File: src/rtl/issue_scoreboard_pkg.sv
// Shared definitions for the issue-stage scoreboard: latency-class encodings
// (also used by the decoder) and small operand-match helpers.
package issue_scoreboard_pkg;

    // Latency class of an issuing instruction; DIV has no fixed length.
    typedef enum logic [1:0] {
        CLS_ALU  = 2'd0,
        CLS_LOAD = 2'd1,
        CLS_MUL  = 2'd2,
        CLS_DIV  = 2'd3
    } lat_cls_e;

    localparam int NUM_REGS = 32;

    function automatic logic reads_reg(input logic use_r, input logic [4:0] idx,
                                       input logic [4:0] r);
        return use_r && (idx == r);
    endfunction

    function automatic logic src_busy(input logic use_r, input logic [4:0] idx,
                                      input logic [NUM_REGS-1:0] bv);
        return use_r && (idx != 5'd0) && bv[idx];
    endfunction

    // MUL and DIV share a single execution unit.
    function automatic logic is_muldiv(input logic [1:0] lat);
        return lat[1];
    endfunction

endpackage

File: src/rtl/issue_scoreboard_sb_entry.sv
// One scoreboard entry: tracks a pending producer of a single register,
// either as a fixed countdown (LOAD/MUL) or as an open-ended DIV.
module sb_entry #(
    parameter int CNT_W = 2
) (
    input  logic             clk,
    input  logic             rstn,
    input  logic             flush,
    input  logic             wr_en,
    input  logic             wr_busy,
    input  logic             wr_long,
    input  logic [CNT_W-1:0] wr_cnt,
    input  logic             dec_en,
    input  logic             div_clr,
    output logic             busy
);

    logic [CNT_W-1:0] cnt;
    logic             is_long;

    // Priority: reset, flush, new producer (incl. ALU overwrite), then completion.
    always_ff @(posedge clk) begin
        if (!rstn) begin
            busy    <= 1'b0;
            cnt     <= '0;
            is_long <= 1'b0;
        end else if (flush) begin
            busy    <= 1'b0;
            cnt     <= '0;
            is_long <= 1'b0;
        end else if (wr_en) begin
            busy    <= wr_busy;
            cnt     <= (wr_busy && !wr_long) ? wr_cnt : '0;
            is_long <= wr_busy && wr_long;
        end else if (div_clr) begin
            busy    <= 1'b0;
            cnt     <= '0;
            is_long <= 1'b0;
        end else if (dec_en && busy && !is_long) begin
            // Clearing on the 1->0 step lets the consumer issue as soon as the bypass has the value.
            if (cnt <= CNT_W'(1)) begin
                busy <= 1'b0;
                cnt  <= '0;
            end else begin
                cnt <= cnt - CNT_W'(1);
            end
        end
    end

endmodule

File: src/rtl/issue_scoreboard.sv
// Issue-stage hazard tracker for the dual-issue pipeline: holds or splits the
// issue pair until every source is forwardable, and tracks LOAD/MUL/DIV producers.
module issue_scoreboard
    import issue_scoreboard_pkg::*;
#(
    parameter int LAT_LOAD = 1,
    parameter int LAT_MUL  = 2,
    parameter int CNT_W    = 2
) (
    input  logic        clk,
    input  logic        rstn,
    input  logic        flush,
    input  logic        pipe_stall,
    input  logic        valid0,
    input  logic        valid1,
    input  logic [4:0]  rj0,
    input  logic [4:0]  rj1,
    input  logic [4:0]  rk0,
    input  logic [4:0]  rk1,
    input  logic [4:0]  rd0,
    input  logic [4:0]  rd1,
    input  logic        use_rj0,
    input  logic        use_rj1,
    input  logic        use_rk0,
    input  logic        use_rk1,
    input  logic        use_rd0,
    input  logic        use_rd1,
    input  logic        we0,
    input  logic        we1,
    input  logic [1:0]  lat0,
    input  logic [1:0]  lat1,
    input  logic        div_done,
    input  logic [4:0]  div_rd,
    output logic        stall,
    output logic        issue1_ok,
    output logic        fire0,
    output logic        fire1,
    output logic [31:0] busy_vec
);

    logic [NUM_REGS-1:0] busy;
    logic                hazard0;
    logic                hazard1;
    logic                pair_conflict;

    assign busy[0] = 1'b0;

    assign hazard0 = valid0 && (src_busy(use_rj0, rj0, busy) ||
                                src_busy(use_rk0, rk0, busy) ||
                                src_busy(use_rd0, rd0, busy));
    assign hazard1 = valid1 && (src_busy(use_rj1, rj1, busy) ||
                                src_busy(use_rk1, rk1, busy) ||
                                src_busy(use_rd1, rd1, busy));

    // An ALU result reaches lane1 through the bypass, so only non-ALU producers split the pair.
    assign pair_conflict =
        (we0 && (rd0 != 5'd0) && (lat0 != CLS_ALU) &&
         (reads_reg(use_rj1, rj1, rd0) || reads_reg(use_rk1, rk1, rd0) ||
          reads_reg(use_rd1, rd1, rd0))) ||
        (is_muldiv(lat0) && is_muldiv(lat1));

    assign stall     = valid0 && (hazard0 || pipe_stall);
    assign issue1_ok = valid1 && !stall && !hazard1 && !pair_conflict;
    assign fire0     = valid0 && !stall;
    assign fire1     = fire0 && issue1_ok;
    assign busy_vec  = busy;

    for (genvar r = 1; r < NUM_REGS; r++) begin : g_entry
        logic             hit0;
        logic             hit1;
        logic [1:0]       sel_lat;
        logic [CNT_W-1:0] sel_cnt;

        assign hit0    = fire0 && we0 && (rd0 == 5'(r));
        assign hit1    = fire1 && we1 && (rd1 == 5'(r));
        // lane1 is the younger instruction, so it owns rd when both lanes write it.
        assign sel_lat = hit1 ? lat1 : lat0;
        assign sel_cnt = (sel_lat == CLS_MUL) ? CNT_W'(LAT_MUL) : CNT_W'(LAT_LOAD);

        sb_entry #(.CNT_W(CNT_W)) u_entry (
            .clk     (clk),
            .rstn    (rstn),
            .flush   (flush),
            .wr_en   (hit0 || hit1),
            .wr_busy (sel_lat != CLS_ALU),
            .wr_long (sel_lat == CLS_DIV),
            .wr_cnt  (sel_cnt),
            .dec_en  (!pipe_stall),
            .div_clr (div_done && (div_rd == 5'(r))),
            .busy    (busy[r])
        );
    end

endmodule

File: config.mk
export PLATFORM = sky130hd
export DESIGN_NAME = issue_scoreboard
export DESIGN_NICKNAME = d
export VERILOG_FILES = /design/src/rtl/issue_scoreboard_pkg.sv /design/src/rtl/issue_scoreboard_sb_entry.sv /design/src/rtl/issue_scoreboard.sv
export SDC_FILE = /design/constraint.sdc
export NUM_CORES = 1
export LEC_CHECK = 0
export BUFFER_PORTS_ARGS = -buffer_cell sky130_fd_sc_hd__buf_4
export CORE_MARGIN = 2
export CORE_UTILIZATION = 39
export DETAILED_ROUTE_END_ITERATION = 16
export HOLD_SLACK_MARGIN = 0.12
export PLACE_DENSITY = 0.55
export SYNTH_ARGS = -nofsm -noshare
export SYNTH_HDL_FRONTEND = slang
export SYNTH_HIERARCHICAL = 1
export SYNTH_SLANG_ARGS = --single-unit
File: constraint.sdc
create_clock -name clk -period 9.45 [get_ports clk]
set_clock_uncertainty 0.1 [all_clocks]
set_input_delay 0.945 -clock clk [delete_from_list [all_inputs] [get_ports clk]]
set_output_delay 0.945 -clock clk [all_outputs]
set_load 0.05 [all_outputs]
==> metrics <==
Hold EP g_entry[4].u_entry/cnt[0]; Hold Path Origin g_entry[4].u_entry/cnt[1]; vias post-DR 11,400; CP startpoint kind input pin; vias in the first global route 10,800; Placement Setup Slack 4.71 ns; Final Util 43.0%; Worst-Margin Slew 0.989 ns; total power 0.00144 W; antenna-violating nets left 0; CTS max path bufs 2; htree depth 4; Placer Congestion 0.850; clock sink count 124; dpl cells 1,767; worst r2r path cells 11; Rows 63; Fmax 210 MHz; RR Startpoint g_entry[16].u_entry/busy; Final Cycle Share 50.4%; Yosys cell types 62; final net count 1,450; largest net degree at the start of global routing 64; cell taking the most area after synthesis dfxtp_1; worst skew pair latency 0.43 ns; outcome complete, no violations; core area 29,600 µm²; # IOs 90; postcts setup bufs 0; Max Cap Viol 0; CTS tree yes; worst IR drop on VDD 0.000110 V; Commonest cells post-synth mux2i_1, dfxtp_1, nor3_1; TritonRoute pass-1 iters 6; ranking of synthesized cells by area dfxtp_1, mux2i_1, mux4_2; initial antenna violation count 1; post-synth top area share 21.1%; initial DRC count 925; filler instances 2,983; Static Leak 4.43 nW; switching power 0.000424 W; CP arrival 3.72 ns; Max stage delay cell, worst path nor4_4; clock network fraction of total power 48.8%; Synth Register Bits 124; CP top delay family simple AND/OR/NAND/NOR gates; Power Internal 0.00101 W; die footprint 31,500 µm²; Worst Setup End Kind primary output; DPL Wire Length 26,800 µm; Req. time, crit path 8.41 ns; slack of the critical path 4.68 ns; EDFF count, synth 0; Die Wd 178 µm; vias per cell 6.32; Flop pwr share 36.7%; Final min period 4.77 ns; switch share 29.5%; max_slew headroom 34.1%; Post-Synthesis Cells 1,403; most used cell, CP buf_4; CTS buffer count 17; Total Neg Setup Slack 0 ns; Yosys Warn Count 6; most common cell in the netlist mux2i_1; Hold Fails Final Rpt 0; sequential fraction of the synthesis area 21.1%; Wirelength per Cell 22.5 µm; worst path buffer plus inverter count 3; Layout area overhead 8.47%; Power per Cell Area 113 nW/µm²; r2r setup slk 5.27 ns; Die Y 178 µm; Finished Layout Cells 1,800; crit-path max FO 17; setup violators final 0; Initial Utilization 39.6%; crit-path cells buf_4 -> mux4_2 -> nand3_1 -> o311ai_0 -> o211a_1 -> nor4_4 -> buf_4 -> nand2b_1 -> nor3_1 -> buf_4; Top FF cell, synth dfxtp_1; ys async rst share 0%; Mapped Area 11,700 µm²; CP Class in -> out; cts hold-fix bufs 0; post-CTS sizing 0; synthesized area per cell 8.37 µm²; DRC 0; worst reg2reg endpoint g_entry[4].u_entry/cnt[1]; Slew Limit Fails 0; PortBufs 88; Worst Hold Depth 2; total gr overflow 0; GRT Resource Usage Total 25.6%; global-route wire length before repair 61,600 µm; CTS Root Cell clkbuf_16; RSZ-0062 raised after global routing no; Min-Delay Path Class reg -> reg; drt total wl 40,500 µm; Net Count, Synth 1,457; Worst-path clk slew 0.06 ns; Worst path max stage delay 0.64 ns; Comb power frac 14.6%; share of layout cells above drive strength 1 15.3%
==> area by class of cell <==
type	instances	area, µm²	area share (%)
Timing Repair Buffer	97	728	5.71
Sequential cell	124	2480	19.5
Clock buffer	17	425	3.34
Multi-Input combinational cell	1116	8280	65.0
Tap cell	390	488	3.83
Antenna cell	1	2.50	0.0196
Inverter	40	150	1.18
Clock inverter	15	186	1.46
==> state kept, by name (all words and copies together), names as in the netlist <==
| register | count |
|---|---|
| g_entry.u_entry/cnt | 62 |
| g_entry.u_entry/busy | 31 |
| g_entry.u_entry/is_long | 31 |
==> cell families (layout without fill, tap and decap cells) <==
family                 Yosys count  in the layout  share of synthesized area, %
buffers and inverters          163            169                          8.60
AO/OA/AOI/OAI                  329            329                          19.1
flip-flops                     124            124                          21.1
other                            1              2                        0.0319
XOR/XNOR                        15             15                          1.12
AND/OR/NAND/NOR                580            580                          30.5
multiplexers                   191            191                          19.5
==> per-layer routing <==
metal	track usage, %	share of wire [%]	vias up	wire length, µm
met1	34.9	44	5391	17800
met5	0	0	-	0
li1	-	-	5301	-
met3	3.73	8.6	100	3480
met2	39.9	44	579	17700
met4	11.3	3.7	0	1520
==> worst register-to-register path, cell delays in order, from the launching register on <==
cell      delay (ns)
dfxtp_1         0.54
mux4_2          0.55
o22ai_1         0.16
a32oi_1         0.06
and3_1          0.23
nor4b_4         0.29
buf_4           0.34
nand3_1         0.59
o21bai_1        0.75
and4b_1         0.30
a31oi_1         0.05
a21oi_1         0.15
==> power by group through the flow <==
stage          registers, W  clock network (W)  logic, W
3_5_place_dp       0.000538                  0  0.000205
2_1_floorplan      0.000538                  0  0.000132
3_3_place_gp       0.000538                  0  0.000205
6_report           0.000526           0.000700  0.000209
5_1_grt            0.000526           0.000733  0.000223
4_1_cts            0.000526           0.000711  0.000206
==> worst max path at each step <==
stage,from,endpoint,slack (ns),depth (start not counted)
4_1_cts,rd1[0],fire1,4.70,10
3_5_place_dp,rd1[0],fire1,4.71,10
5_1_grt,rd1[0],fire1,4.49,10
3_3_place_gp,rd0[0],g_entry[8].u_entry/cnt[1],4.76,12
6_report,rd1[0],fire1,4.68,10
2_1_floorplan,rd1[1],fire1,4.73,9
==> metrics by stage <==
step,cell area (µm²),hold WS [ns]
after global routing,12700,0.462
after floorplan,11700,0.401
after detailed placement,12100,0.424
final,12700,0.431
after global placement,12100,0.430
after CTS,12700,0.430
==> layout by cell type, fill, tap and decap left out, types with 3 or more instances in the layout <==
cell type and instances:
buf_4 97, nand2_1 88, nand2b_1 41, inv_1 39
nor2_1 75, xnor2_1 3, o311ai_1 31, dfxtp_1 124
mux4_2 29, a21oi_1 67, nand3b_1 64, mux2_2 9
o21bai_1 31, mux2i_1 151, clkinv_4 3, nor2b_1 15
a311oi_1 5, clkinvlp_4 3, nor3_1 97, nor2_4 31
bufinv_16 3, a211oi_1 4, nand3_1 15, and3_1 33
o21ai_0 8, nor4_1 6, a22oi_1 8, clkbuf_16 17
a31oi_1 96, and4b_1 31, a21o_1 62, xor2_1 12
o211a_1 3, nor3b_1 32, inv_6 3, nand4_1 3
nand4b_1 31
(Power assumes the default switching activity.)
